[src/rtl/snake_tick_ctrl_if.sv]
// Bundle between the input synchronizers / snake_core and the tick controller.
// The master side drives button levels and core status; the slave is the controller.
interface snake_tick_ctrl_if;
    logic       Left;
    logic       Right;
    logic       Up;
    logic       Down;
    logic       Pause;
    logic       Run;
    logic [3:0] Length;
    logic       Step;
    logic [1:0] Dir;
    logic       Paused;

    modport master (
        output Left, Right, Up, Down, Pause, Run, Length,
        input  Step, Dir, Paused
    );

    modport slave (
        input  Left, Right, Up, Down, Pause, Run, Length,
        output Step, Dir, Paused
    );
endinterface

[src/rtl/snake_tick_ctrl.sv]
// Game-speed scheduler and direction arbiter for snake_core: issues the Step
// strobe at a length-dependent period and commits one non-reversing direction per Step.
module snake_tick_ctrl #(
    parameter int TICK_BASE = 12_500_000,
    parameter int TICK_DEC  = 500_000,
    parameter int TICK_MIN  = 3_000_000,
    parameter int CNT_W     = 24
) (
    input  logic            Clk,
    input  logic            Reset,
    snake_tick_ctrl_if.slave bus
);

    localparam int PW = CNT_W + 4;

    typedef enum logic [1:0] {
        DIR_LEFT  = 2'b00,
        DIR_RIGHT = 2'b01,
        DIR_UP    = 2'b10,
        DIR_DOWN  = 2'b11
    } dir_t;

    typedef enum logic [1:0] {
        MODE_IDLE  = 2'b00,
        MODE_RUN   = 2'b01,
        MODE_PAUSE = 2'b10
    } mode_t;

    mode_t            mode, mode_nxt;
    logic [3:0]       btn, prev_btn, btn_edge;
    logic             prev_pause, pause_edge;
    logic [CNT_W-1:0] cnt, reload;
    logic [PW-1:0]    prod, diff, period;
    logic             step_q, pend_valid;
    dir_t             dir_q, pend_dir, cand, opposite;
    logic             cand_valid, paused, fire, accept;

    assign btn        = {bus.Left, bus.Right, bus.Up, bus.Down};
    assign btn_edge   = btn & ~prev_btn;
    assign pause_edge = bus.Pause & ~prev_pause;
    assign paused     = (mode == MODE_PAUSE);

    // Period is recomputed every cycle but only loaded into cnt on a reload.
    always_comb begin
        prod   = PW'(bus.Length) * PW'(TICK_DEC);
        diff   = PW'(TICK_BASE) - prod;
        period = PW'(TICK_MIN);
        if (prod <= PW'(TICK_BASE) && diff > PW'(TICK_MIN)) begin
            period = diff;
        end
        reload = CNT_W'(period - PW'(1));
    end

    // NOTE: every always_comb output gets a default first so no path can infer a latch.
    always_comb begin
        cand       = DIR_LEFT;
        cand_valid = 1'b1;
        if      (btn_edge[3]) cand = DIR_LEFT;
        else if (btn_edge[2]) cand = DIR_RIGHT;
        else if (btn_edge[1]) cand = DIR_UP;
        else if (btn_edge[0]) cand = DIR_DOWN;
        else                  cand_valid = 1'b0;
    end

    // A reversal is judged against the committed heading only; it never falls through.
    assign opposite = dir_t'({dir_q[1], ~dir_q[0]});
    assign accept   = bus.Run && !paused && cand_valid && (cand != opposite);
    assign fire     = bus.Run && !paused && (cnt == '0);

    always_ff @(posedge Clk) begin
        if (Reset) mode <= MODE_IDLE;
        else       mode <= mode_nxt;
    end

    always_comb begin
        mode_nxt = mode;
        if (!bus.Run) begin
            mode_nxt = MODE_IDLE;
        end else begin
            case (mode)
                MODE_PAUSE: if (pause_edge) mode_nxt = MODE_RUN;
                default:    mode_nxt = pause_edge ? MODE_PAUSE : MODE_RUN;
            endcase
        end
    end

    // NOTE: sequential state uses non-blocking assignments so every register
    // samples the pre-edge values regardless of statement order.
    always_ff @(posedge Clk) begin
        if (Reset) begin
            prev_btn   <= '0;
            prev_pause <= 1'b0;
            cnt        <= CNT_W'(TICK_BASE - 1);
            step_q     <= 1'b0;
            dir_q      <= DIR_RIGHT;
            pend_dir   <= DIR_RIGHT;
            pend_valid <= 1'b0;
        end else begin
            prev_btn   <= btn;
            prev_pause <= bus.Pause;
            step_q     <= fire;
            if (!bus.Run) begin
                cnt        <= reload;
                dir_q      <= DIR_RIGHT;
                pend_valid <= 1'b0;
            end else begin
                if (!paused) begin
                    cnt <= (cnt == '0) ? reload : cnt - 1'b1;
                end
                if (fire && pend_valid) begin
                    dir_q <= pend_dir;
                end
                // A request accepted on the Step edge survives for the next Step.
                if (accept) begin
                    pend_dir   <= cand;
                    pend_valid <= 1'b1;
                end else if (fire) begin
                    pend_valid <= 1'b0;
                end
            end
        end
    end

    assign bus.Step   = step_q;
    assign bus.Dir    = dir_q;
    assign bus.Paused = paused;

endmodule

[src/flat_wrapper.sv]
// flat-port wrapper written by rule: the top's interface ports become plain ports
module snake_tick_ctrl_flat 
#(
    parameter int TICK_BASE = 12_500_000,
    parameter int TICK_DEC  = 500_000,
    parameter int TICK_MIN  = 3_000_000,
    parameter int CNT_W     = 24
)
  (Clk, Reset, bus_Left, bus_Right, bus_Up, bus_Down, bus_Pause, bus_Run, bus_Length, bus_Step, bus_Dir, bus_Paused);
  snake_tick_ctrl_if bus_i ();
  input  logic Clk;
  input  logic Reset;
  input wire logic [$bits(bus_i.Left)-1:0] bus_Left;
  input wire logic [$bits(bus_i.Right)-1:0] bus_Right;
  input wire logic [$bits(bus_i.Up)-1:0] bus_Up;
  input wire logic [$bits(bus_i.Down)-1:0] bus_Down;
  input wire logic [$bits(bus_i.Pause)-1:0] bus_Pause;
  input wire logic [$bits(bus_i.Run)-1:0] bus_Run;
  input wire logic [$bits(bus_i.Length)-1:0] bus_Length;
  output wire logic [$bits(bus_i.Step)-1:0] bus_Step;
  output wire logic [$bits(bus_i.Dir)-1:0] bus_Dir;
  output wire logic [$bits(bus_i.Paused)-1:0] bus_Paused;
  assign bus_i.Left = bus_Left;
  assign bus_i.Right = bus_Right;
  assign bus_i.Up = bus_Up;
  assign bus_i.Down = bus_Down;
  assign bus_i.Pause = bus_Pause;
  assign bus_i.Run = bus_Run;
  assign bus_i.Length = bus_Length;
  assign bus_Step = bus_i.Step;
  assign bus_Dir = bus_i.Dir;
  assign bus_Paused = bus_i.Paused;
  snake_tick_ctrl #(.TICK_BASE(TICK_BASE), .TICK_DEC(TICK_DEC), .TICK_MIN(TICK_MIN), .CNT_W(CNT_W)) u_core (.Clk(Clk), .Reset(Reset), .bus(bus_i));
endmodule
[config.mk]
export PLATFORM = sky130hd
export DESIGN_NAME = snake_tick_ctrl_flat
export DESIGN_NICKNAME = d
export VERILOG_FILES = /design/src/rtl/snake_tick_ctrl_if.sv /design/src/rtl/snake_tick_ctrl.sv /design/src/flat_wrapper.sv
export SDC_FILE = /design/constraint.sdc
export NUM_CORES = 1
export LEC_CHECK = 0
export CAP_MARGIN = 0
export CELL_PAD_IN_SITES_DETAIL_PLACEMENT = 0
export CELL_PAD_IN_SITES_GLOBAL_PLACEMENT = 1
export CORE_UTILIZATION = 46
export CTS_CLUSTER_SIZE = 30
export DETAILED_ROUTE_END_ITERATION = 12
export PLACE_DENSITY_LB_ADDON = 0.1
export SLEW_MARGIN = 20
export SYNTH_ARGS = -nofsm -noshare
export SYNTH_HDL_FRONTEND = slang
export SYNTH_SLANG_ARGS = --single-unit
[constraint.sdc]
create_clock -name Clk -period 6.08 [get_ports Clk]
set_input_delay 1.216 -clock Clk [delete_from_list [all_inputs] [get_ports Clk]]
set_output_delay 1.216 -clock Clk [all_outputs]
set_load 0.1 [all_outputs]
## After elaboration in Yosys (flattened, before gate mapping)

Index checks and enable logic that the tools add are counted.

- Flip-flop bits (word level): 37
- Bits of input ports: 12
- Output and inout port bits: 4
- Logic and storage cells: 50

- Order comparisons: 1
- $add $sub $neg: 3
- Multipliers: 1
- Bitwise logic cells: 6
- Equality and inequality tests: 4
- Muxes and demuxes: 17
- Reductions and logical operators: 10

Operators by type and width:

| cell | count |
|---|---|
| 24-bit 2-to-1 mux | 4 |
| 24-bit by 1-bit subtractor with 24-bit output (second input constant) | 2 |
| 28-bit by 22-bit > comparator with 1-bit output (second input constant) | 1 |
| 24-bit by 23-bit subtractor with 25-bit output (first input constant) | 1 |
| 24-bit logical NOT | 1 |
| 4-bit by 14-bit multiplier with 18-bit output (second input constant) | 1 |
| 2-bit 2-to-1 mux | 7 |
| 1-bit 2-to-1 mux | 6 |
| 1-bit logical AND | 5 |
| 4-bit bitwise AND | 1 |
| 4-bit inverter | 1 |
| 1-bit inverter | 3 |
| 2-bit equality test (second input constant) | 1 |
| 2-bit by 1-bit != test with 1-bit output (second input constant) | 1 |
| 2-bit != test | 1 |
| 2-bit != test (second input constant) | 1 |
| 2-bit AND reduction | 1 |
| 2-bit nonzero test | 1 |
| 2-bit OR reduction | 1 |
| 1-bit bitwise AND | 1 |
| 1-bit logical NOT | 1 |

## Depth between registers and ports, before layout

- Depth after elaboration: 9
- Gate-level depth with buffers: 15
- Mapped depth without buffers: 13

## Least setup slack after synthesis

No wires, ideal clock.

- Path type: in2reg
- Start: input bus_Length[1]
- End: register u_core.cnt[12]
- Cell stages on the path: 14
- Required time: 6.017 ns
- Arrival time: 4.870 ns
- Setup time: 0.063 ns
- Buffers on the path: 1
- Setup slack: 1.147 ns
- Cell sequence: clkbuf_1 -> inv_1 -> ha_1 -> fa_1 -> inv_1 -> fa_1 -> nand2b_1 -> a21oi_1 -> mux2i_1 -> nor3_1 -> o21ai_0 -> nor2_1 -> or4_1 -> nand3_1

- Word-level cells in the longest chain between the ends: 8

RTL lines:

| what | RTL line | text |
|---|---|---|
| from (decl) | flat_wrapper.sv:19 | `input wire logic [$bits(bus_i.Length)-1:0] bus_Length;` |
| 4-bit by 14-bit multiplier with 18-bit output * | snake_tick_ctrl.sv:45 | `prod = PW'(bus.Length) * PW'(TICK_DEC);` |
| 24-bit by 23-bit subtractor with 25-bit output * | snake_tick_ctrl.sv:46 | `diff = PW'(TICK_BASE) - prod;` |
| 28-bit by 22-bit > comparator with 1-bit output | snake_tick_ctrl.sv:48 | `if (prod <= PW'(TICK_BASE) && diff > PW'(TICK_MIN)) begin` |
| 24-bit 2-to-1 mux * | snake_tick_ctrl.sv:48 |  |
| 24-bit by 1-bit subtractor with 24-bit output * | snake_tick_ctrl.sv:51 | `reload = CNT_W'(period - PW'(1));` |
| 24-bit 2-to-1 mux | snake_tick_ctrl.sv:108 | `cnt <= (cnt == '0) ? reload : cnt - 1'b1;` |
| 24-bit 2-to-1 mux | snake_tick_ctrl.sv:107 | `if (!paused) begin` |
| 24-bit 2-to-1 mux * | snake_tick_ctrl.sv:102 | `if (!bus.Run) begin` |
| to (signal assigned) | snake_tick_ctrl.sv:93 | `cnt <= CNT_W'(TICK_BASE - 1);` |
| to (signal assigned) | snake_tick_ctrl.sv:103 | `cnt <= reload;` |
| to (signal assigned) | snake_tick_ctrl.sv:108 |  |
| to (decl) | snake_tick_ctrl.sv:32 | `logic [CNT_W-1:0] cnt, reload;` |

Every way passes the cells marked *; elsewhere a longest branch is shown, timed or not. The select of a mux whose other input is x is not followed.
A chain may end at the register's enable or synchronous reset.

## Worst setup path after layout

Ends and elaborated chain as after synthesis.

==> flow_metrics.env <==
export IMPL_status="finished clean"
export IMPL_cts_buffers=5
export IMPL_worstSetupPathType="in -> reg"
export IMPL_fin_worst_skew_ns=0.00703
export IMPL_core_um2=6940
export IMPL_rsz0062_at_grt="no"
export IMPL_ys_seq_area_share_pct=22.0
export IMPL_clk_latency_ns=0.30
export IMPL_grt_pass1_wl_um=13600
export IMPL_finalWorstSetupSlack_ns=0.537
export IMPL_synth_xor_xnor_area_share_pct=9.36
export IMPL_synth_top_area_share_pct=22.0
export IMPL_drcViolationCount=0
export IMPL_grt_remaining_overflow=0
export IMPL_drv_cap=0
export IMPL_ctsResizeCount=0
export IMPL_ir_drop_v=0.0000901
export IMPL_ys_ff_latch=37
export IMPL_cts_root_buffer="clkbuf_8"
export IMPL_critical_path_max_stage_delay_ns=0.65
export IMPL_yosysWarningCount=0
export IMPL_synth_compound_area_share_pct=20.4
export IMPL_cp_max_fo=10
export IMPL_synth_edff_count=0
export IMPL_finish_instance_area_um2=3710
export IMPL_dp_hpwl_um=6350
export IMPL_synth_flop_cell="dfxtp_1"
export IMPL_syn_avg_cell_area_um2=7.69
export IMPL_tns_ns=0
export IMPL_drv_slew=0
export IMPL_grt_total_usage_pct=22.5
export IMPL_numClockSinks=37
export IMPL_clock_fmax_mhz=180
export IMPL_grt_pass1_vias=2789
export IMPL_initial_utilization_pct=48.5
export IMPL_pre_cts_ws_ns=0.244
export IMPL_timing_final_crit_period_ns=5.54
export IMPL_tightestPinTransition_ns=1.01
export IMPL_dieArea_um2=7670
export IMPL_die_w_um=87.6
export IMPL_worst_hold_path_type="reg -> reg"
export IMPL_grt_max_degree=32
export IMPL_slew_headroom_pct=32.8
export IMPL_fin_crit_sh_pct=91.2
export IMPL_synth_area_um2=3370
export IMPL_path_cells="clkdlybuf4s50_1 > inv_1 > ha_1 > fa_1 > inv_1 > fa_1 > nand2b_1 > a21oi_1 > mux2i_1 > nor3_1 > o21ai_0 > nor2_1 > buf_4 > or4_1 > nand3_1"
export IMPL_cts_tree="yes"
export IMPL_synthSimpleGateAreaFrac_pct=30.3
export IMPL_synth_adder_area_share_pct=11.1
export IMPL_first_pass_iters=4
export IMPL_slowest_stage="clkdlybuf4s50_1"
export IMPL_cellPowerDensity_nw_per_um2=217
export IMPL_cp_top_family="adder cells"
export IMPL_place_congestion=0.828
export IMPL_synth_top_family_by_area="simple AND/OR/NAND/NOR gates"
export IMPL_ys_types=60
export IMPL_synthTopCellsByArea="dfxtp_1 22%, ha_1 8.2%, xnor2_1 6.8%, nand2_1 4.5%, o21ai_0 4.5%"
export IMPL_vias_per_cell=5.74
export IMPL_wl_um=8140
export IMPL_whs_ns=0.473
export IMPL_clkTransAtPathRegs_ns=0.08
export IMPL_crit_arrival_ns=5.78
export IMPL_critPathCaptureType="flip-flop"
export IMPL_wire_per_inst_um=14.8
export IMPL_ios=16
export IMPL_area_growth_pct=10.2
export IMPL_critPathBufInv=4
export IMPL_final_nets=492
export IMPL_die_height_um=87.6
export IMPL_leakage_nw=1.42
export IMPL_ctsLongestPathBuffers=2
export IMPL_hold_buffers=0
export IMPL_setup_viol=0
export IMPL_vias=3156
export IMPL_io_buffers=15
export IMPL_required_ns=6.32
export IMPL_synth_mux_area_share_pct=2.38
export IMPL_async_flop_share_pct=0
export IMPL_finalHoldViolations=0
export IMPL_diodes=0
export IMPL_drive_above_1_share_pct=6.17
export IMPL_post_cts_buffers=0
export IMPL_ant_nets=0
export IMPL_postLayoutCoreUtil_pct=53.5
export IMPL_syn_nets=477
export IMPL_startpoint_type="input pin"
export IMPL_yosys_area_top_type="dfxtp_1"
export IMPL_htreeDepth=2
export IMPL_antenna_found_initial=0
export IMPL_row_count=30
export IMPL_drt_iter0_markers=168
export IMPL_synthCells=438
export IMPL_place_area_um2=3630
[cells by family after synthesis]
family,count (synthesis)
flip-flops,37
AO/OA/AOI/OAI,106
multiplexers,8
XOR/XNOR,36
AND/OR/NAND/NOR,188
adder cells (fa/ha/maj),27
buffers and inverters,36
[routing by layer]
layer / up-vias / track usage [%] / part of all wire (%)
li1: 1633 / - / -
met3: 8 / 2.36 / 1.9
met5: - / 0 / 0
met2: 44 / 40.7 / 50
met1: 1471 / 28.2 / 46
met4: 0 / 6.71 / 1.3
[cell usage after synthesis, types with 10 or more instances]
| cell | count |
|---|---|
| xor2_1 | 10 |
| nor2_1 | 38 |
| xnor2_1 | 26 |
| inv_1 | 22 |
| a21oi_1 | 24 |
| o21ai_0 | 30 |
| dfxtp_1 | 37 |
| nand3_1 | 11 |
| nand2_1 | 40 |
| nor2b_1 | 14 |
| ha_1 | 22 |
| nor4_1 | 14 |
| nor3_1 | 17 |
[report_power, final]
part	switching [mW]	leakage, nW	internal (mW)	total, mW
Clock	0.0919	0.0439	0.0791	0.171
Combinational	0.207	1.07	0.145	0.352
Sequential	0.0198	0.305	0.264	0.284
[worst reg2reg max path, delay by kind of cell, from the launching register on]
family,cells,cell delay [ns]
AO/OA/AOI/OAI,3,1.34
AND/OR/NAND/NOR,3,1.76
flip-flops,1,0.37
[cells in the final DEF, fill, tap and decap left out, types with 8 or more instances in the layout]
| master | Yosys | routed |
|---|---|---|
| clkdlybuf4s50_1 | 0 | 15 |
| xnor2_1 | 26 | 26 |
| nor4_1 | 14 | 14 |
| ha_1 | 22 | 22 |
| xor2_1 | 10 | 10 |
| nand3_1 | 11 | 11 |
| a21oi_1 | 24 | 24 |
| o21ai_0 | 30 | 30 |
| nor2_1 | 38 | 38 |
| dfxtp_1 | 37 | 37 |
| nor3_1 | 17 | 17 |
| nand2_1 | 40 | 40 |
| mux2i_1 | 8 | 8 |
| nor2b_1 | 14 | 14 |
| inv_1 | 22 | 22 |
[registers in the layout, indices dropped and copies added (netlist names)]
register / count
u_core.cnt: 24
u_core.prev_btn: 4
u_core.bus.Dir: 2
u_core.mode: 2
u_core.pend_dir: 2
u_core.bus.Step: 1
u_core.pend_valid: 1
u_core.prev_pause: 1
[cell type report]
| type | instances | area (um2) |
|---|---|---|
| clock inverter | 3 | 17.5 |
| fill | 699 | 3230 |
| timing repair buffer | 22 | 203 |
| clock buffer | 5 | 68.8 |
| tap | 96 | 120 |
| multi-input combinational | 365 | 2480 |
| sequential | 37 | 741 |
| inverter | 22 | 82.6 |
[through the flow]
step,power [mW],instances
5_1_grt,0.868,550
2_1_floorplan,0.558,438
3_3_place_gp,0.640,542
6_report,0.807,550
4_1_cts,0.813,550
3_5_place_dp,0.641,542
[path summary, 6_finish.rpt]
path                      start           endpoint  slack [ns]  cells after the start
min reg2reg  u_core.pend_dir[0]  u_core.bus.Dir[0]        0.47                      2
min          u_core.pend_dir[0]  u_core.bus.Dir[0]        0.47                      2
max reg2reg       u_core.cnt[6]     u_core.cnt[14]        2.54                      6
max               bus_Length[1]     u_core.cnt[12]        0.54                     15
Note: power is estimated with default switching activity, not from simulation.
